File: config.mk
export PLATFORM = sky130hd
export DESIGN_NAME = cache_control
export DESIGN_NICKNAME = d
export VERILOG_FILES = /design/src/rtl/cache_control.sv
export SDC_FILE = /design/constraint.sdc
export NUM_CORES = 1
export LEC_CHECK = 0
export ABC_AREA = 1
export CAP_MARGIN = 25
export CELL_PAD_IN_SITES_DETAIL_PLACEMENT = 2
export CELL_PAD_IN_SITES_GLOBAL_PLACEMENT = 2
export CORE_ASPECT_RATIO = 1.5
export CORE_UTILIZATION = 14
export DETAILED_ROUTE_END_ITERATION = 8
export PLACE_DENSITY_LB_ADDON = 0.1
export SLEW_MARGIN = 20
export SYNTH_ARGS = -nofsm -noshare
export SYNTH_HDL_FRONTEND = slang
export SYNTH_SLANG_ARGS = --single-unit
File: constraint.sdc
create_clock -name clk -period 1.3 [get_ports clk]
set_clock_uncertainty 0.05 [all_clocks]
set_input_delay 0.26 -clock clk [delete_from_list [all_inputs] [get_ports clk]]
set_output_delay 0.26 -clock clk [all_outputs]
set_load 0.005 [all_outputs]
File: src/rtl/cache_control.sv
// Two-way set-associative cache controller: IDLE/COMPARE/WRITEBACK/ALLOCATE with write-back, write-allocate policy.
// Latency: hit responds 1 cycle after the request is seen in IDLE; a miss holds pmem_read/pmem_write until pmem_resp.
// Backpressure: CPU holds mem_read/mem_write until mem_resp; optional counters enabled by CACHE_PERF_CTR_EN.
module cache_control #(
    parameter int CNT_WIDTH = 32
) (
    input  logic       clk,
    input  logic       rst,
    input  logic       mem_read,
    input  logic       mem_write,
    input  logic [1:0] hit,
    input  logic [1:0] valid,
    input  logic [1:0] dirty,
    input  logic       lru,
    input  logic       pmem_resp,
    output logic       mem_resp,
    output logic       pmem_read,
    output logic       pmem_write,
    output logic       wb_addr_sel,
    output logic [1:0] load_data,
    output logic [1:0] load_tag,
    output logic [1:0] load_valid,
    output logic [1:0] load_dirty,
    output logic       data_src,
    output logic       dirty_in,
    output logic       load_lru,
    output logic       lru_in
`ifdef CACHE_PERF_CTR_EN
    ,
    output logic [CNT_WIDTH-1:0] hit_count,
    output logic [CNT_WIDTH-1:0] miss_count
`endif
);

    typedef enum logic [1:0] {
        IDLE      = 2'd0,
        COMPARE   = 2'd1,
        WRITEBACK = 2'd2,
        ALLOCATE  = 2'd3
    } state_t;

    state_t state_q, state_d;
    logic   refill_q, refill_d;

    logic [1:0] lru_oh;
    logic [1:0] hit_eff;
    logic       is_hit;
    logic       hit_way;
    logic [1:0] hit_oh;
    logic       victim_dirty;

    // The COMPARE right after a refill is always a hit on the refilled (lru) way.
    always_comb begin
        lru_oh       = lru ? 2'b10 : 2'b01;
        hit_eff      = (refill_q && (hit == 2'b00)) ? lru_oh : hit;
        is_hit       = |hit_eff;
        hit_way      = ~hit_eff[0];
        hit_oh       = hit_way ? 2'b10 : 2'b01;
        victim_dirty = valid[lru] & dirty[lru];
    end

    always_ff @(posedge clk or negedge rst) begin
        if (!rst) begin
            state_q  <= IDLE;
            refill_q <= 1'b0;
        end else begin
            state_q  <= state_d;
            refill_q <= refill_d;
        end
    end

    always_comb begin
        state_d  = state_q;
        refill_d = refill_q;
        case (state_q)
            IDLE: begin
                if (mem_read || mem_write) state_d = COMPARE;
            end
            COMPARE: begin
                refill_d = 1'b0;
                if (is_hit)            state_d = IDLE;
                else if (victim_dirty) state_d = WRITEBACK;
                else                   state_d = ALLOCATE;
            end
            WRITEBACK: begin
                if (pmem_resp) state_d = ALLOCATE;
            end
            ALLOCATE: begin
                if (pmem_resp) begin
                    state_d  = COMPARE;
                    refill_d = 1'b1;
                end
            end
            default: state_d = IDLE;
        endcase
    end

    always_comb begin
        mem_resp    = 1'b0;
        pmem_read   = 1'b0;
        pmem_write  = 1'b0;
        wb_addr_sel = 1'b0;
        load_data   = 2'b00;
        load_tag    = 2'b00;
        load_valid  = 2'b00;
        load_dirty  = 2'b00;
        data_src    = 1'b0;
        dirty_in    = 1'b0;
        load_lru    = 1'b0;
        lru_in      = 1'b0;
        case (state_q)
            COMPARE: begin
                if (is_hit) begin
                    mem_resp = 1'b1;
                    load_lru = 1'b1;
                    lru_in   = ~hit_way;
                    // A simultaneous read+write is handled as a write.
                    if (mem_write) begin
                        load_data  = hit_oh;
                        load_dirty = hit_oh;
                        dirty_in   = 1'b1;
                    end
                end
            end
            WRITEBACK: begin
                pmem_write  = 1'b1;
                wb_addr_sel = 1'b1;
            end
            ALLOCATE: begin
                pmem_read = 1'b1;
                if (pmem_resp) begin
                    load_data  = lru_oh;
                    load_tag   = lru_oh;
                    load_valid = lru_oh;
                    load_dirty = lru_oh;
                    data_src   = 1'b1;
                end
            end
            default: ;
        endcase
    end

`ifdef CACHE_PERF_CTR_EN
    logic [CNT_WIDTH-1:0] hit_count_q, hit_count_d;
    logic [CNT_WIDTH-1:0] miss_count_q, miss_count_d;

    // Post-refill hits are not counted: that access was already counted as a miss.
    always_comb begin
        hit_count_d  = hit_count_q;
        miss_count_d = miss_count_q;
        if (state_q == COMPARE) begin
            if (is_hit && !refill_q && (hit_count_q != {CNT_WIDTH{1'b1}}))
                hit_count_d = hit_count_q + CNT_WIDTH'(1);
            if (!is_hit && (miss_count_q != {CNT_WIDTH{1'b1}}))
                miss_count_d = miss_count_q + CNT_WIDTH'(1);
        end
    end

    always_ff @(posedge clk or negedge rst) begin
        if (!rst) begin
            hit_count_q  <= '0;
            miss_count_q <= '0;
        end else begin
            hit_count_q  <= hit_count_d;
            miss_count_q <= miss_count_d;
        end
    end

    assign hit_count  = hit_count_q;
    assign miss_count = miss_count_q;
`endif

endmodule

# Yosys cells after proc, flatten, opt, wreduce, memory -nomap -nowiden
# Index checks and enable logic that the tools add are counted.
# word_totals
regBits,3
inputBits,12
out_inout_bits,16
wordCells,49
# classes
n_lt_le_gt_ge,1
eq_ne,6
mux,31
bitwise_logic,1
reduce_logical,8
# ops
operator,n
$mux 2,11
$mux 1,17
$pmux 2 s4,1
$ne 2x2->1 const B,3
$eq 2x2->1 const B,2
$logic_not 2->1,2
$pmux 2 s2,1
$reduce_and 3->1,1
$eq 2x1->1 const B,1
$lt 1x2->1 const B,1
$pmux 1 s2,1
$reduce_and 2->1,1
$reduce_bool 2->1,1
$reduce_or 2->1,1
$and 1x1->1,1
$logic_and 1x1->1,1
$logic_or 1x1->1,1

# Logic depth before layout (Yosys ltp)
# Gate-level depths: netlist of the first run.
# logic_depth
depth_word,7
mapped_depth,7
depth_no_buf,7

# Worst setup path before layout of the first run
# OpenSTA, ideal clock, no wires.
# synth_path
path_kind,flip-flop to output port
start,register state_q[1]
end,output load_dirty[1]
t_arrival_ps,1164
required_time_ps,990
path_slack_ps,-174
stages_incl_launch_ff,8
n_path_buf,1
cell_sequence,dfrtp_1 inv_1 ha_1 nand2_1 nor2_2 nand2_1 o21ai_1 buf_4
# synth_via
elab_chain_len,2
elab_cells_between_ends,3
classes_between,eq/ne (2); mux (1)
# synth_rtl
item,line_no,rtl
start: declaration,42,"state_t state_q, state_d;"
start signal: assignment,67,state_q <= state_d;
$eq 2x2->1 / $eq 2x1->1 (equally long branches),-,
$pmux 2 s2 (*),-,
end: declaration,23,"output logic [1:0] load_dirty,"
# Every way passes the cells marked *; elsewhere a longest branch is shown, timed or not.

# Worst setup path after layout of the first run
# layout_path
start,register state_q[0]
end,output lru_in
# layout_via
elab_chain_len,2
# layout_rtl
item,line_no,rtl
$eq 2x1->1,111,case (state_q)
$mux 1,111,
end: declaration,27,output logic lru_in
# No other way between the ends.

==> impl_summary.txt, run 1 <==
----------------------------------------------------
[Final layout]
  Net count of the finished layout ... 123
  Post-layout utilization of the core ... between 30% and 40%
  Fill cell count ... a little over 300
  Final antenna diode count ... 0
  Area Growth Syn to Fin ... 153%
  Layout cells sized above 1 ... ~67%

[Logic synthesis]
  Top cell type's share of synthesized area ... approximately a fifth
  Flip-flop and latch count after synthesis ... 3
  Post-synthesis net count ... between 70 and 80
  Number of cells produced by synthesis ... 59
  Mapped Avg Cell Area ... about 6.6 um^2
  Post-synthesis compound-gate area fraction ... about a tenth
  Adder-cell area share of the yosys netlist ... about an eighth
  Cell with the most instances after synthesis ... sky130_fd_sc_hd__nand2_1
  Number of warnings printed during yosys synthesis ... 0
  Count of flip-flops with a built-in enable after synthesis ... 0
  Dominant synthesized flop cell ... sky130_fd_sc_hd__dfrtp_1
  Syn Std Cell Area ... roughly 390 um^2
  Library cells used by synthesis ... 18
  Leading post-synthesis cells by cell area ... sky130_fd_sc_hd__dfrtp_1 (19%), sky130_fd_sc_hd__ha_1 (13%), sky130_fd_sc_hd__buf_4 (12%), sky130_fd_sc_hd__nand2_1 (12%), sky130_fd_sc_hd__nor2_1 (9.6%)
  Main combinational cell family by area after synthesis ... simple AND/OR/NAND/NOR gates
  Most instantiated cells after synthesis ... sky130_fd_sc_hd__nand2_1 (12), sky130_fd_sc_hd__nor2_1 (10), sky130_fd_sc_hd__inv_1 (8)
  Cell taking the most area after synthesis ... sky130_fd_sc_hd__dfrtp_1
  Proportion of synthesized chip area in sequential cells ... just under 20%
  Post-Synth Simple-Gate Area ... between 30% and 40%
  Share of flip-flops with an asynchronous set or reset after synthesis ... 100%
  Multiplexer area fraction after synthesis ... 0%
  Synth Area in XOR/XNOR ... 0%

[Route]
  First drt pass iteration count ... 2
  Number of vias after detailed routing ... 552
  Post-detailed-route wirelength per cell ... around 11 um
  Drt initial violations ... 1
  Count of unresolved DRC violations after routing ... 0
  Detailed-route vias per instance ... roughly 3.9
  Total routed wirelength ... 1.55 mm
  Final antenna-violating net count ... 0

[Worst setup path]
  Capturing element type of the critical path ... primary output
  Slowest stage cell, crit path ... sky130_fd_sc_hd__dfrtp_2
  Cell Chain, Critical Path ... buf_6 -> ha_4 -> inv_4 -> nor2_1 -> dlygate4sd2_1
  Kind of start point of the critical path ... flip-flop
  Number of buffer and inverter stages on the critical path ... 3
  Kind of cell adding the most delay to the critical path ... buffers and inverters
  Delay of the slowest cell on the worst path ... around 0.42 ns
  Largest fanout on the critical path ... 4
  Data required time at the worst endpoint ... 0.99 ns
  Type of the worst setup path ... flip-flop to primary output
  Arrival time worst endpoint ... about 1.3 ns

[Pwr]
  Static leakage power ... ~0.0005 uW
  Peak supply drop ... around 0.00097 V
  PwrDens ... around 1900 nW/um^2

[Hold path]
  Hold Path Class ... input port to asynchronous set/reset pin

[Global routing]
  All-layer global routing usage ... about 11%
  Number of antenna violations at the first check in global routing ... 0
  Total congestion overflow ... 0
  Vias in the first global route ... 548
  First-pass GRT wire length ... ~2.4 mm
  Pin count of the biggest net entering global routing ... 6

[STA]
  Max frequency ... 628 MHz
  Number of hold violations in the final report ... 0
  Setup repair after global routing missed its margin ... true
  Hold_ws ... roughly 0.18 ns
  Period minus WS final ... 1.59 ns
  Post-layout worst setup margin ... -0.293 ns
  Final-report setup violation count ... 18
  Relative max-transition margin ... roughly four fifths
  Share of the cycle needed by the critical path after routing ... 123%
  Pin slew with the least headroom to its limit ... approximately 0.3 ns
  Max Slew Vio Count ... 0

[CTS]
  Clock Sink Count ... 3
  Inserted Clock Buffers ... 3
  Clock root cell ... sky130_fd_sc_hd__clkbuf_8
  CTS HTree Levels ... 1
  Clock transition at the registers of the reported paths ... about 0.03 ns
  Clock latency at the later pin of the worst-skew pair ... roughly 0.21 ns
  Bufs on Longest Clock Path ... 2
  CTS tree ... yes

[Floorplan]
  Floorplan core area ... between 2000 and 3000 um^2
  Height of the die ... 66.7 um
  Initial cell density of the core ... between 10% and 20%
  Total I/O pin count ... 28
  Area of the die ... 3010 um^2
  Standard-cell rows ... 23
  Chip width ... about 45 um

[Outcome]
  Failing checks ... negative setup slack
  Status ... complete, but fails checks

[Place]
  Sum of net half-perimeters after detailed placement ... 1.29 mm
  Port Buffers ... 27
  Weighted congestion at the end of routability-driven global placement ... 0.739

[Flow run]
  Maximum capacitance violations ... 0

----------------------------------------------------
==> per-stage QoR <==
| step | total power (uW) | setup TNS (ns) | std cells | worst slack [ns] | instance area (um^2) |
|---|---|---|---|---|---|
| final | 1870 | -3.81 | 143 | -0.293 | 987 |
| after global placement | 1200 | -9.12 | 132 | -0.684 | 812 |
| after CTS | 1730 | -4.52 | 140 | -0.304 | 948 |
| after detailed placement | 1220 | -9.36 | 132 | -0.670 | 812 |
| after floorplan | 656 | -0.0693 | 59 | -0.0349 | 428 |
| after global routing | 2020 | -4.83 | 143 | -0.361 | 987 |
==> worst register-to-register path, delay by kind of cell, from the launching register on <==
| kind | cells | cell delay (ns) |
|---|---|---|
| DFF | 1 | 0.38 |
| and+or+nand+nor | 4 | 0.34 |
| adders and majority gates | 1 | 0.25 |
| buffers and inverters | 5 | 0.38 |
==> metal layers <==
layer  global-route usage, %  vias to the layer above  share of wire, %
li1                        -                      274                 -
met1                    11.3                      263                35
met2                    20.5                       15                60
met3                    2.71                        0               4.4
met4                    4.55                        0                 0
met5                       0                        -                 0
==> flip-flops by register name, indices dropped and copies added, names as in the netlist <==
register / count
state_q: 2
refill_q: 1
==> cell families after synthesis <==
family / Yosys count
AO/OA/AOI/OAI: 6
buffers and inverters: 16
AND/OR/NAND/NOR: 30
adder cells (fa/ha/maj): 4
flip-flops: 3
==> power breakdown <==
part           switching, uW  internal (uW)  total (uW)
Clock                   56.4            209         265
Combinational            609            816        1430
Sequential              46.3            136         183
==> area by class of cell <==
| class | count | area [um^2] | area share, % |
|---|---|---|---|
| inverters | 10 | 42.5 | 4.31 |
| clock buffers | 4 | 45.0 | 4.56 |
| flip-flops and latches | 3 | 76.3 | 7.73 |
| multi-input cells | 40 | 363 | 36.8 |
| repair buffers | 49 | 414 | 42.0 |
| well taps | 37 | 46.3 | 4.69 |
==> cell usage in the layout (no fill, tap or decap), drive strengths merged <==
cell	n
o21ai	3
o22ai	1
dlygate4sd2	5
buf	33
ha	4
o21bai	1
clkdlybuf4s50	7
nor3	1
dfrtp	3
nand3	4
nand4	1
clkbuf	7
a21oi	1
nand2	12
clkdlybuf4s15	1
inv	10
nor2	12
==> repair_timing <==
item | in CTS | in global routing
hold buffers | 0 | 0
resized for setup | 76 | 20
buffers inserted | 6 | 4
pin swaps | 12 | 9
setup endpoints to repair | 18 | 19
==> final timing paths <==
path                                             start  cells past startpoint  slack, ns                     end
worst max-delay path            state_q[0]$_DFFE_PN0P_                      5      -0.29                  lru_in
worst min-delay path                               rst                      1       0.18  state_q[1]$_DFFE_PN0P_
worst max register to register  state_q[0]$_DFFE_PN0P_                     10      -0.20  state_q[0]$_DFFE_PN0P_
worst min register to register    refill_q$_DFFE_PN0P_                      3       0.62    refill_q$_DFFE_PN0P_
max in group asynchronous                          rst                      1       0.86  state_q[0]$_DFFE_PN0P_
min in group clk                  refill_q$_DFFE_PN0P_                      3       0.62    refill_q$_DFFE_PN0P_
(Power assumes the default switching activity.)
==> run 2, diff against run 1 <==
CAP_MARGIN = unset   (was 25)
CORE_ASPECT_RATIO = unset   (was 1.5)
CORE_UTILIZATION = 23   (was 14)
DONT_BUFFER_PORTS = 1   (was unset)
==> run 2 against run 1 <==
  * The flow still finishes with violations (negative setup slack)
  * Setup slack better by 0.11 ns
  * Critical path depth is the same
  * First-iteration DRC count decreased by 100%
  * Die area decreased by 38%
  * Fmax up 7.7%
  * Critical endpoint unchanged
  * Largest cell class is now multi-input combinational cells
  * Highest routed layer is now met4
==> impl_summary.txt, run 2 (synthesis results as in run 1) <==
----------------------------------------------------
[Hold path]
  Hold Path Class ... input port to asynchronous set/reset pin

[Final layout]
  Max reg flops ... 2
  Biggest registers after layout ... state_q x2, refill_q x1
  Non-filler cells in the finished layout ... between 80 and 90
  Footprint of the flip-flops and latches ... slightly below 80 um^2
  Fill cell count ... roughly 180
  Largest Register ... state_q
  Leading cell type in the layout, fill and taps excluded ... sky130_fd_sc_hd__buf_4
  Final antenna diode count ... 0
  Multi-input logic area ... 367 um^2
  Commonest cells after routing, fill and taps aside ... sky130_fd_sc_hd__buf_4 (10), sky130_fd_sc_hd__nand2_1 (8), sky130_fd_sc_hd__nor2_1 (7)
  Layout cells sized above 1 ... 60.3%
  Net count of the finished layout ... 85
  Area Growth Syn to Fin ... 57.7%

[STA]
  Max frequency ... slightly below 700 MHz
  Share of the cycle needed by the critical path after routing ... 114%
  Relative max-transition margin ... around 83%
  Max Slew Vio Count ... 0
  Pin slew with the least headroom to its limit ... ~0.26 ns
  Period minus WS final ... between 1 and 1.5 ns
  Post-layout worst setup margin ... -0.179 ns
  Final-report setup violation count ... 19
  Number of hold violations in the final report ... 0
  Setup repair after global routing missed its margin ... true
  Setup_tns ... -2.60 ns

[Worst setup path]
  Delay of the slowest cell on the worst path ... roughly 0.4 ns
  Type of the worst setup path ... flip-flop to primary output
  Cell Chain, Critical Path ... inv_2 -> ha_4 -> buf_4 -> inv_4 -> nor2_1
  Slowest stage cell, crit path ... sky130_fd_sc_hd__dfrtp_1
  Data required time at the worst endpoint ... around 0.99 ns
  Kind of cell adding the most delay to the critical path ... flip-flops
  Capturing element type of the critical path ... primary output
  Arrival time worst endpoint ... 1.17 ns
  Largest fanout on the critical path ... 3
  Kind of start point of the critical path ... flip-flop
  Number of buffer and inverter stages on the critical path ... 3

[CTS]
  Bufs on Longest Clock Path ... 2
  Inserted Clock Buffers ... 3
  CTS HTree Levels ... 1
  Clock root cell ... sky130_fd_sc_hd__clkbuf_4
  Clock Sink Count ... 3
  Clock latency at the later pin of the worst-skew pair ... between 0.2 and 0.25 ns
  CTS tree ... yes
  Clock transition at the registers of the reported paths ... approximately 0.040 ns

[Route]
  Total routed wirelength ... between 1 and 1.5 mm
  Final antenna-violating net count ... 0
  Post-detailed-route wirelength per cell ... ~17 um
  Count of unresolved DRC violations after routing ... 0
  Drt initial violations ... 0
  First drt pass iteration count ... 1
  Detailed-route vias per instance ... approximately 4.8
  Number of vias after detailed routing ... roughly 400

[Outcome]
  Failing checks ... negative setup slack
  Status ... complete, but fails checks

[Flow run]
  Maximum capacitance violations ... 0

[Place]
  Port Buffers ... 0
  Weighted congestion at the end of routability-driven global placement ... ~0.79
  Cell count after placement ... 72

[Global routing]
  GR Util met2 ... 29.9%
  Vias in the first global route ... 451
  Fraction of met3 tracks used by global routing ... less than 1%
  Total congestion overflow ... 0
  Number of antenna violations at the first check in global routing ... 0
  First-pass GRT wire length ... just over 2 mm
  Fraction of met1 tracks used by global routing ... between 15 and 20%
  All-layer global routing usage ... between 10% and 20%
  Busiest layer in global routing ... met2
  Pin count of the biggest net entering global routing ... 6

[Floorplan]
  Floorplan core area ... approximately 1500 um^2
  Area of the die ... 1870 um^2
  Height of the die ... roughly 43 um
  Initial cell density of the core ... roughly a quarter
  Total I/O pin count ... 28
  Chip width ... 43.2 um
  Standard-cell rows ... 14

[Pwr]
  Peak supply drop ... approximately 0.00096 V
  PwrDens ... about 2100 nW/um^2
  Static leakage power ... approximately 0.00029 uW

----------------------------------------------------
-- run 2: worst paths after layout --
path	from	to	slack, ns	depth (start not counted)
max	state_q[1]$_DFFE_PN0P_	lru_in	-0.18	5
min	rst	state_q[1]$_DFFE_PN0P_	0.23	1
max reg2reg	state_q[0]$_DFFE_PN0P_	state_q[0]$_DFFE_PN0P_	-0.16	7
min reg2reg	refill_q$_DFFE_PN0P_	refill_q$_DFFE_PN0P_	0.55	2
max in group asynchronous	rst	state_q[0]$_DFFE_PN0P_	0.81	1
min in group clk	hit[0]	state_q[1]$_DFFE_PN0P_	0.27	5
-- run 2: worst reg2reg max path, delay by kind of cell, from the launching register on --
kind / cells / cell delay [ns]
adders and majority gates: 1 / 0.29
DFF: 1 / 0.42
and+or+nand+nor: 4 / 0.41
buffers and inverters: 2 / 0.17
-- run 2: area by class of cell --
class	instances	share of cell area [%]
Sequential cell	3	12.6
Timing Repair Buffer	11	13.8
Multi-Input combinational cell	40	59.6
Tap cell	16	3.25
Clock buffer	4	4.27
Inverter	10	6.50
-- run 2: per-layer routing --
metal | vias up | part of all wire [%]
met3 | 2 | 4.4
met1 | 198 | 32
met5 | - | 0
met2 | 13 | 62
li1 | 194 | -
met4 | 0 | 1.2
-- run 2: per-stage QoR --
stage               hold slack, ns  worst slack [ns]  power, uW  util, %  instance area [um^2]
floorplan                  -0.0856           -0.0349        656        -                   428
global placement           -0.0855           -0.0111        719     27.6                   425
detailed placement         -0.0855           -0.0788        753     27.6                   425
CTS                          0.219            -0.179       1230     38.2                   589
global route                 0.228            -0.240       1400     39.9                   616
finish                       0.230            -0.179       1300     39.9                   616
-- run 2: repair_timing --
item | in CTS | in global routing
endpoints found under the hold margin | 3 | 0
buffers inserted | 7 | 0
endpoints found under the setup margin | 18 | 19
hold buffers | 1 | 0
pin swaps | 4 | 4
gates resized for setup | 15 | 7
-- run 2: power breakdown --
group	internal [uW]	total (uW)	switching, uW	leakage (uW)
Combinational	433	945	512	0.000244
Sequential	138	199	61.0	0.0000363
Clock	115	159	44.7	0.0000150
==> edit 1: new RTL, flow settings as in run 2 <==
The option `CACHE_PERF_CTR_EN` is turned on by a define.
--- a/src/rtl/cache_control.sv
+++ b/src/rtl/cache_control.sv
@@ -1,6 +1,8 @@
 // Two-way set-associative cache controller: IDLE/COMPARE/WRITEBACK/ALLOCATE with write-back, write-allocate policy.
 // Latency: hit responds 1 cycle after the request is seen in IDLE; a miss holds pmem_read/pmem_write until pmem_resp.
 // Backpressure: CPU holds mem_read/mem_write until mem_resp; optional counters enabled by CACHE_PERF_CTR_EN.
+`define CACHE_PERF_CTR_EN
+
 module cache_control #(
     parameter int CNT_WIDTH = 32
 ) (
Function (old outputs only; new: hit_count and miss_count): kept (equiv_simple and equiv_induct, registers matched by name and starting in step).
==> edit 1 against run 2 <==
The run ends with hold timing, setup timing left. Area after synthesis increased to 12 times the old value. Critical path depth increased by 2. Routed wire length increased to 18 times the old value. Hold slack got worse by 0.68 ns. Final cell count increased to 15 times the old value. Worst setup slack got worse by 0.27 ns. Sequential cell count increased by 64. Maximum frequency decreased by 15%. Via count increased to 14 times the old value. Total power increased to 8.4 times the old value. Largest cell class unchanged. First-iteration DRC count increased by 118. Sequential share of layout area increased by 8.1 points. Cell area increased to 13 times the old value. Highest routed layer unchanged.
==> edit 1: results <==
[run_status]
status = "finished with violations"
violations = "hold timing, setup timing"

[setup_path]
arrival_ns = 1.44
crit_end = "load_data[0]"
r2r_slack_ns = -0.42
r2r_cells = 12
rr_startpoint = "hit_count[0]$_DFFE_PN0P_"
rr_endpoint = "hit_count[13]$_DFFE_PN0P_"

[cells_and_area]
n_all_inverters = 35
final_nets = 982
design_area_um2 = 8180
instances_no_fill = 1234
layout.nonclk_buf_share_pct = 27.6
clkbuf_count = 10
n_fill_cell = 2276
regArea_um2 = 1690
num-multi-input-gates = 608
num-nonclk-buffers = 243
multi_input_area_share_pct = 41.0
drive_gt1_share_pct = 45.2

[timing]
setup_viol = 102
slew_headroom_pct = 80.0
tns_ns = -30.27
final_hold_viol_count = 67
finalWorstSetupSlack_ns = -0.446
whs_ns = -0.455

[power]
p_seq_share_pct = 22.8
ir_drop_mv = 0.587
p_leak_nw = 3.93
p_sw_mw = 4.00

[routing]
first_iter_violations = 118
first_pass_iters = 4
wl_per_cell_um = 20.5
avgViaCountPerCell = 4.74

[grt]
grt_pass1_vias = 6641
grt_pass1_wl_um = 36500
grt_use_total_pct = 24.0

[cts]
numCtsBuffers = 9
cts_htree_levels = 3
clkSlewWorstSetupHoldPaths_ns = 0.07
insertion_delay_ns = 0.35
ctsRootBufferMaster = "clkbuf_16"

[synthesis]
syn_nets = 745
synthesis.area_um2 = 4610
synthTopCellsByArea = "dfrtp_1, nand2_1, nor2_1"
syn_area_per_cell_um2 = 6.34
yosys-top-cells-count = "nand2_1, nor2_1, dfrtp_1"
ys_types = 28
synth-compound-area-share_pct = 2.17
synthXorXnorAreaFrac_pct = 5.13

[placed_design]
placed_area_um2 = 6320
post-place-ws_ns = -0.463
place.gp.congestion = 0.818
-- edit 1: cell types whose count changed after synthesis, sizes merged, moves of 4 or more --
cell / run 2 / this run
buf: 6 / 18
o21ai: 3 / 14
xor2: 0 / 14
nand3: 4 / 8
nand3b: 0 / 29
inv: 10 / 33
xnor2: 0 / 13
nor3: 1 / 5
dfrtp: 3 / 67
nand2: 12 / 396
nor2: 12 / 114
-- edit 1: routing by layer --
layer	up-vias	global-route usage [%]	part of all wire (%)	wire length [um]
li1	2706	-	-	-
met1	3004	24.4	38	9530
met2	94	48.2	56	14200
met3	43	4.70	3.3	845
met4	0	7.89	2.9	743
met5	-	0	0	0
-- edit 1: what timing repair did --
item                       CTS  global route
hold endpoints to repair    67            67
setup endpoints to repair   95           104
buffers inserted            36            19
gates resized for setup    167           122
pin swaps                   18            34
gates cloned                 7             4
==> edit 2: new RTL, flow settings as in run 2 <==
Made on the original files. Re-encode `state_t` (4 states) as Gray code, 2 bits wide.
--- a/src/rtl/cache_control.sv
+++ b/src/rtl/cache_control.sv
@@ -33,10 +33,10 @@
 );
 
     typedef enum logic [1:0] {
-        IDLE      = 2'd0,
-        COMPARE   = 2'd1,
-        WRITEBACK = 2'd2,
-        ALLOCATE  = 2'd3
+        IDLE      = 2'b00,
+        COMPARE   = 2'b01,
+        WRITEBACK = 2'b11,
+        ALLOCATE  = 2'b10
     } state_t;
 
     state_t state_q, state_d;
Formal check against the unedited RTL: same outputs for any inputs over 10 cycles, from zero or initial values and one cycle with rst low; not proved beyond that.
==> edit 2 against run 2 <==
The flow still finishes with violations (setup timing). Total power shrank 6.7%. First-iteration DRC count grew 1. Area after synthesis shrank 8.0%. Sequential cell count is the same. Routed wire length grew 5.8%. Non-clock buffer count grew 6. Critical path depth grew 1. Cell area grew 4.3%. Worst setup slack lost 0.13 ns. Highest routed layer unchanged.
==> edit 2: results <==
[setup_path]
cpPeakStageDelay_ns = 0.41
path_max_fanout = 3
critPathSlowestCell = "dfrtp_1"
rr_startpoint = "state_q[1]$_DFFE_PN0P_"
arrival_ns = 1.30
worstSetupStartpointType = "register"

[synthesis]
synthFlopType = "dfrtp_1"
ys_types = 15
yosys-top-cells-count = "inv_1, nor2_1, buf_4, nand2_1, nand3_1"
synth_warnings = 0
yosysSeqAreaShare_pct = 20.9
async_flop_share_pct = 100
syn_nets = 72
synthTopCellsByArea = "dfrtp_1, ha_1, buf_4"

[grt]
globalRouteMet3Util_pct = 6.09
use_met2_pct = 34.1
grt_pass1_wl_um = 2390
grt_max_degree = 5
grt_use_total_pct = 18.3
grt_pass1_vias = 490
met1_usage_pct = 19.6
grt_antenna_before_repair = 0

[hold_path]
hp-class = "in -> async"

[timing]
finalWorstSetupSlack_ns = -0.308
setup_viol = 19
max_slew.worst_pin.slew_ns = 0.201

[placed_design]
portBuffers = 0
place.gp.congestion = 0.646
post-place-ws_ns = -0.231
hpwl_um = 1040

[power]
p_leak_nw = 0.315
ir_drop_mv = 0.988

[routing]
first_iter_violations = 1
first_pass_iters = 2
vias = 417
wl_per_cell_um = 17.2

[cts]
numCtsBuffers = 3
ctsRootBufferMaster = "clkbuf_4"
clkSlewWorstSetupHoldPaths_ns = 0.04
insertion_delay_ns = 0.22
clockBufferDepth = 2
cts_htree_levels = 1

[run_status]
status = "finished with violations"
violations = "setup timing"

[cells_and_area]
reg.largest.list = "state_q (2), refill_q (1)"
final_nets = 88
drive_gt1_share_pct = 66.2
diodes = 0
-- edit 2: layout make-up --
cell class              instances  area, um^2
clock buffers                   4        26.3
fillers                       159         741
inverters                      12        50.0
multi-input cells              35         310
flip-flops and latches          3        76.3
well taps                      15        18.8
repair buffers                 17         160
-- edit 2: worst max-delay path, delay by kind of cell (launching register included) --
family	cells	cell delay, ns
and+or+nand+nor	2	0.13
DFF	1	0.41
buffers and inverters	3	0.38
adders and majority gates	1	0.15
-- edit 2: metal layers --
layer / share of wire [%] / routed length [um] / vias up
li1: - / - / 196
met1: 37 / 549 / 197
met2: 54 / 798 / 22
met3: 7.3 / 108 / 2
met4: 1.8 / 26 / 0
met5: 0 / 0 / -
-- edit 2: power breakdown --
| group | internal [mW] | total [mW] | switching (mW) |
|---|---|---|---|
| combinational | 0.405 | 0.878 | 0.472 |
| clock | 0.115 | 0.155 | 0.0404 |
| sequential | 0.135 | 0.183 | 0.0486 |
| total | 0.655 | 1.22 | 0.561 |
-- edit 2: kinds of logic (layout without fill, tap and decap cells) --
kind of cell    Yosys count  after routing  share of synthesized area (%)
compound gates            8              8                           12.2
fa+ha+maj                 4              4                           13.9
buf+inv                  18             33                           25.1
flops                     3              3                           20.9
simple gates             23             23                           27.9
-- edit 2: stage by stage --
step | area, um^2 | power, mW | cells | TNS (ns)
final | 642 | 1.22 | 86 | -4.03
after global routing | 642 | 1.31 | 86 | -5.00
after CTS | 606 | 1.13 | 85 | -3.99
after detailed placement | 463 | 0.741 | 75 | -1.24
after global placement | 463 | 0.696 | 75 | -0.514
after floorplan | 414 | 0.589 | 56 | -0.439
-- edit 2: path summary, 6_finish.rpt --
path / to / slack, ns / depth (start not counted)
max: load_tag[1] / -0.31 / 6
min: refill_q$_DFFE_PN0P_ / 0.24 / 1
max reg2reg: state_q[1]$_DFFE_PN0P_ / -0.21 / 8
min reg2reg: refill_q$_DFFE_PN0P_ / 0.55 / 2
max in group asynchronous: state_q[0]$_DFFE_PN0P_ / 0.79 / 1
min in group clk: state_q[0]$_DFFE_PN0P_ / 0.27 / 4
-- edit 2: what timing repair did --
| item | in CTS | in global routing |
|---|---|---|
| endpoints found under the hold margin | 3 | 0 |
| resized for setup | 20 | 8 |
| pin swaps | 12 | 6 |
| buffers inserted | 5 | 1 |
| endpoints found under the setup margin | 19 | 19 |
| hold buffers | 1 | 0 |
